`config.mk`:
```
export PLATFORM = sky130hd
export DESIGN_NAME = sha256_msg_padder
export DESIGN_NICKNAME = d
export VERILOG_FILES = /design/src/rtl/sha256_msg_padder.sv
export SDC_FILE = /design/constraint.sdc
export NUM_CORES = 1
export LEC_CHECK = 0
export BUFFER_PORTS_ARGS = -buffer_cell sky130_fd_sc_hd__buf_2
export CORE_MARGIN = 3
export CORE_UTILIZATION = 60
export DETAILED_ROUTE_END_ITERATION = 7
export PLACE_DENSITY = 0.95
export SLEW_MARGIN = 25
export SYNTH_ARGS = -nofsm -noshare
export SYNTH_HDL_FRONTEND = slang
export SYNTH_SLANG_ARGS = --single-unit
```
`constraint.sdc`:
```
create_clock -name clk -period 5.7 [get_ports clk]
set_clock_uncertainty 0.15 [all_clocks]
set_input_delay 1.14 -clock clk [delete_from_list [all_inputs] [get_ports clk]]
set_output_delay 1.14 -clock clk [all_outputs]
set_load 0.03 [all_outputs]
```
`src/rtl/sha256_msg_padder.sv`:
```
// Streaming SHA-256 message loader/padder: reads NUM_OF_WORDS words from memory and emits
// the padded message (0x80000000, zero fill, 64-bit bit length) over a valid/ready stream.
module sha256_msg_padder #(
  parameter int NUM_OF_WORDS = 20
) (
  input  logic        clk,
  input  logic        reset_n,
  input  logic        start,
  input  logic [15:0] message_addr,
  output logic        done,
  output logic        mem_clk,
  output logic        mem_we,
  output logic [15:0] mem_addr,
  input  logic [31:0] mem_read_data,
  output logic        out_valid,
  input  logic        out_ready,
  output logic [31:0] out_data,
  output logic        out_last_word,
  output logic        out_last_block
);

  localparam int          N             = NUM_OF_WORDS;
  localparam int          T             = 16 * ((N + 18) / 16);
  localparam logic [15:0] N16           = 16'(N);
  localparam logic [15:0] LAST_MEM_J    = 16'(N - 1);
  localparam logic [15:0] LEN_HI_J      = 16'(T - 2);
  localparam logic [15:0] LAST_J        = 16'(T - 1);
  localparam logic [15:0] FINAL_BLOCK_J = 16'(T - 16);
  localparam logic [31:0] LEN_LO        = 32'(32 * N);

  typedef enum logic [1:0] {IDLE, STREAM, PAD} state_t;

  state_t      state, state_nxt;
  logic [15:0] base, rd_idx, j;
  logic [31:0] fifo_q [2];
  logic        wr_ptr, rd_ptr;
  logic [1:0]  fifo_count;
  logic        inflight;
  logic [2:0]  occupancy;
  logic        accept, transfer, pop, push, issue;
  logic [31:0] pad_word;

  assign mem_clk   = clk;
  assign mem_we    = 1'b0;
  assign mem_addr  = base + rd_idx;

  assign accept    = (state == IDLE) && start;
  assign transfer  = out_valid && out_ready;
  assign pop       = (state == STREAM) && transfer;
  assign push      = inflight;
  assign occupancy = {1'b0, fifo_count} + {2'b00, inflight};
  // A pop in the same cycle frees a slot, which keeps an unstalled stream at one word per cycle.
  assign issue     = (state == STREAM) && (rd_idx < N16) && (fifo_count != 2'd2) &&
                     (occupancy < (pop ? 3'd3 : 3'd2));

  // NOTE: sequential state uses non-blocking assignments so every register samples pre-edge values.
  always_ff @(posedge clk or negedge reset_n) begin
    if (!reset_n) state <= IDLE;
    else          state <= state_nxt;
  end

  // NOTE: every always_comb output gets a default first so no path leaves it unassigned (no latch).
  always_comb begin
    state_nxt = state;
    unique case (state)
      IDLE:    if (start)                        state_nxt = STREAM;
      STREAM:  if (pop && (j == LAST_MEM_J))     state_nxt = PAD;
      PAD:     if (transfer && (j == LAST_J))    state_nxt = IDLE;
      default:                                   state_nxt = IDLE;
    endcase
  end

  always_comb begin
    pad_word = 32'h0;
    if (j == N16)           pad_word = 32'h8000_0000;
    else if (j == LEN_HI_J) pad_word = 32'h0;
    else if (j == LAST_J)   pad_word = LEN_LO;
  end

  always_comb begin
    done           = 1'b0;
    out_valid      = 1'b0;
    out_data       = 32'h0;
    out_last_word  = 1'b0;
    out_last_block = 1'b0;
    unique case (state)
      IDLE:   done = 1'b1;
      STREAM: begin
        out_valid = (fifo_count != 2'd0);
        if (out_valid) out_data = fifo_q[rd_ptr];
      end
      PAD: begin
        out_valid = 1'b1;
        out_data  = pad_word;
      end
      default: done = 1'b1;
    endcase
    if (state != IDLE) begin
      out_last_word  = (j[3:0] == 4'hf);
      out_last_block = (j >= FINAL_BLOCK_J);
    end
  end

  always_ff @(posedge clk or negedge reset_n) begin
    if (!reset_n) begin
      base       <= '0;
      rd_idx     <= '0;
      j          <= '0;
      inflight   <= 1'b0;
      fifo_count <= '0;
      wr_ptr     <= 1'b0;
      rd_ptr     <= 1'b0;
    end else if (accept) begin
      base       <= message_addr;
      rd_idx     <= '0;
      j          <= '0;
      inflight   <= 1'b0;
      fifo_count <= '0;
      wr_ptr     <= 1'b0;
      rd_ptr     <= 1'b0;
    end else begin
      // The registered memory returns data one edge after the address, so the flag marks a pending push.
      inflight <= issue;
      if (issue)    rd_idx <= rd_idx + 16'd1;
      if (transfer) j      <= j + 16'd1;
      if (push)     wr_ptr <= ~wr_ptr;
      if (pop)      rd_ptr <= ~rd_ptr;
      unique case ({push, pop})
        2'b10:   fifo_count <= fifo_count + 2'd1;
        2'b01:   fifo_count <= fifo_count - 2'd1;
        default: fifo_count <= fifo_count;
      endcase
    end
  end

  // NOTE: FIFO storage is not reset; fifo_count alone decides which entries are meaningful.
  always_ff @(posedge clk) begin
    if (push) fifo_q[wr_ptr] <= mem_read_data;
  end

endmodule
```
# == Word-level counts from Yosys, hierarchy flattened ==
# Memory sizes are Yosys's and may differ from the RTL's.
# Cells that the tools add are included.
# classes
eq_ne,13
mux,27
bitwise_logic,2
reduce_logical,18
n_lt_le_gt_ge,3
addsub,6
# ops
cell,count
$eq A16 B5 Y1 const B,4
$mux W16,4
$mux W32,2
$pmux W32 S2,1
$add A16 B1 Y16 const B,2
$mux W10,2
$add A16 B16 Y16,1
$ge A16 B5 Y1 const B,1
$lt A16 B5 Y1 const B,1
$reduce_bool A2 Y1,6
$mux W1,11
$logic_and A1 B1 Y1,8
$mux W2,4
$ne A2 B2 Y1 const B,3
$pmux W2 S3,1
$eq A2 B1 Y1 const B,2
$eq A2 B2 Y1 const B,2
$eq A4 B4 Y1 const B,1
$pmux W2 S2,1
$add A2 B1 Y3,1
$lt A3 B2 Y1,1
$reduce_and A3 Y1,1
$reduce_bool A3 Y1,1
$add A2 B1 Y2 const B,1
6 further kinds,7
# word_totals
ff_bits,55
word_cells,78
mem_count,1
ramBits,64
# memory_table
name,depth,width,rd,rd_clocked_by_memory_dff,write_ports,line,text
fifo_q,2,32,1,0,1,35,logic [31:0] fifo_q [2];

# == Logic depth before layout (Yosys ltp) ==
# logic_depth
depth_word,9
ltp_mapped,8
ltp_nobuf,8

==> flow_summary.yaml <==
outcome:
  outcome: "finished clean"
cells_and_area:
  area_growth_pct: 21.7
  fin_cells: 716
  num-nets-final: 673
  n_fill_cell: 496
  diodes: 0
  drive_gt1_frac: 0.257
synth:
  synthCells: 484
  synthDistinctLibCells: 51
  avgSynthCellArea_sq_um: 11.7
  synth_edf_count: 64
  yosys_warnings: 0
  async_flop_share: 0.462
  syn_nets: 562
  synth_seq_area_share: 0.582
  synth_ff_type: "edfxtp_1"
  syn_area_sq_um: 5660
  synth-seq-cells: 119
worst_setup_path:
  critPathLaunch: "clk"
  timing.rr.start: "state[1]$_DFFE_PN0P_"
  crit_buf_inv: 3
  worstSetupEndpointType: "output port"
  path_max_fanout: 2
  critPathLaunchType: "clock port"
  required_ns: 4.41
  crit_top_cell: "clkbuf_8"
  path_cells: "clkbuf_8 -> clkbuf_8 -> buf_2"
  slowest_delay_ns: 0.17
  arrival_ns: 3.24
  cp_top_family: "buffers and inverters"
  worstSetupPathType: "clk -> out"
  cp_slowest_cell: "buf_2"
drt:
  finalWirelength_microns: 12700
  ant_nets: 0
  route.detailed.drc: 0
  vias: 4125
  wl_per_cell_microns: 17.7
  firstDrtPassIters: 5
  drt_iter0_markers: 247
  vias_per_cell: 5.76
die:
  ios: 106
  coreArea_sq_um: 8930
  die_area_sq_um: 10600
  fp.dieW_microns: 103
  dieHeight_microns: 103
  start_util: 0.634
  rows: 34
timing:
  worst_slew_pin_slew_ns: 0.939
  tns_ns: 0
  hold_viol_final: 0
  layout_setup_ws_ns: 1.17
  slew_viol_final: 0
  setup_viol: 0
  rsz0062_at_grt: "no"
  relSlewSlack: 0.374
global_routing:
  grt_max_degree: 56
  grt_overflow: 0
  grt_pass1_wl_microns: 20000
  grt_pass1_vias: 4150
  grt_usage: 0.252
  antenna_found_initial: 0
placed_design:
  portBuffers: 104
  pre_cts_ws_ns: 1.41
  dp.cells: 681
  gp_congestion: 0.868
  dp_hpwl_microns: 8090
worst_hold_path:
  hp-class: "reg -> reg"
  min_from: "base[13]$_DFFE_PN0P_"
clock_tree:
  cts_hold_buf: 0
  cts_setup_buffers: 0
  clk_latency_ns: 0.62
  ctsResizeCount: 0
  cts_tree: "yes"
  clk_pin_slew_ns: 0.06
power_and_ir_drop:
  ir_worst_vdd_mv: 0.417
  powerDensity_nw_per_um2: 493
  p_leak_uw: 0.00314
run:
  drv_cap: 0
[synth_stat cells, types with 2 or more instances]
master    count  share of area
a41oi_1       2         0.0031
nand4_1       3         0.0033
mux2_1        2         0.0040
nand3_1      13          0.011
inv_1         7         0.0046
a211oi_1      3         0.0040
nor4_1        2         0.0022
xnor2_1      19          0.029
edfxtp_1     64           0.34
dfrtp_1      55           0.24
nand2_1      70          0.046
nand2b_1      2         0.0022
o41ai_2       2         0.0057
nor2_1       61          0.040
a21oi_1      11         0.0097
o21a_1        2         0.0026
a21o_1        6         0.0080
buf_4         2         0.0026
and3_1        3         0.0033
and2_1       14          0.015
and4_2        2         0.0035
clkbuf_1     11         0.0073
nor2b_1       3         0.0033
buf_1         4         0.0026
xor2_1       17          0.026
or3_1         2         0.0022
ha_1         25          0.055
nor3_1        5         0.0044
nor4b_1       2         0.0031
o21bai_1      2         0.0026
o21ai_0      11         0.0097
mux2i_1      35          0.062
o211ai_1      4         0.0053
[worst paths after layout]
kind                                         end  slack [ns]  depth (start not counted)
min                         base[13]$_DFFE_PN0P_        0.34                          2
max in group asynchronous     rd_ptr$_DFFE_PN0P_        4.40                          2
max reg2reg                rd_idx[3]$_DFFE_PN0P_        3.11                          8
min reg2reg                 base[13]$_DFFE_PN0P_        0.34                          2
min in group asynchronous      j[15]$_DFFE_PN0P_        0.47                          2
max                                      mem_clk        1.17                          3
[registers in the layout, indices dropped and copies added (netlist names)]
signal and cells:
fifo_q 64, base 16, j 16, rd_idx 16
fifo_count 2, state 2, inflight 1, rd_ptr 1
wr_ptr 1
[cell type report]
cell class,instances,area (sq um),share of cell area
multi-input cells,340,2270,0.330
repair buffers,106,538,0.0781
inverters,7,26.3,0.00381
clock buffers,21,460,0.0668
flip-flops and latches,119,3300,0.479
well taps,108,135,0.0196
clock inverters,15,159,0.0231
[where the power goes]
group          internal (uW)  switching (uW)  total, uW  leakage (uW)
registers               1070             138       1210       0.00132
clock network            646             446       1090      0.000300
logic                    379             716       1100       0.00152
total                   2100            1300       3400       0.00314
[cells by family (layout without fill, tap and decap cells)]
family | after synthesis | after routing | synth area share
muxes | 37 | 37 | 0.0658
other | 1 | 1 | 0.000662
and+or+nand+nor | 189 | 189 | 0.154
xor gates and xnor gates | 36 | 36 | 0.0557
AOI/OAI and AO/OA | 51 | 51 | 0.0643
adders and majority gates | 26 | 26 | 0.0588
DFF | 119 | 119 | 0.582
buffers and inverters | 25 | 149 | 0.0181
[cells in the final DEF (no fill, tap or decap), drive strengths merged, types with 3 or more instances in the layout]
| master | instances |
|---|---|
| xnor2 | 19 |
| inv | 16 |
| and3 | 3 |
| nand3 | 13 |
| clkinvlp | 3 |
| edfxtp | 64 |
| clkbuf | 20 |
| o211ai | 4 |
| buf | 107 |
| dfrtp | 55 |
| nor4 | 4 |
| a21oi | 11 |
| ha | 25 |
| and2 | 15 |
| nor3 | 5 |
| a211oi | 4 |
| mux2i | 35 |
| a21o | 6 |
| o21ai | 13 |
| nand2 | 70 |
| nor2b | 3 |
| nand4 | 3 |
| xor2 | 17 |
| nor2 | 61 |
[worst register-to-register path, cell delays in order (launching register included)]
cell and delay, ns:
dfrtp_1 0.40, inv_1 0.12, ha_1 0.25, nor4b_1 0.43, nand3_1 0.20, a211oi_2 0.50, nand4_1 0.17, xor2_1 0.18
nor2_1 0.06
[per-stage QoR]
stage	area, sq um	hold slack [ns]	utilization	total power [uW]
5_1_grt	6890	0.352	0.771	3570
3_3_place_gp	6270	0.315	0.702	2260
6_report	6890	0.336	0.771	3400
4_1_cts	6890	0.342	0.771	3410
2_1_floorplan	5660	0.302	-	2030
3_5_place_dp	6270	0.327	0.702	2310
[routing by layer]
layer / share of wire / vias up / track usage / wire length (microns)
met5: 0 / - / 0 / 0
met4: 0.022 / 0 / 0.118 / 277
met3: 0.062 / 30 / 0.0758 / 786
met2: 0.53 / 169 / 0.437 / 6770
met1: 0.38 / 1992 / 0.286 / 4870
li1: - / 1934 / - / -
Power figures use the tool's default switching activity.
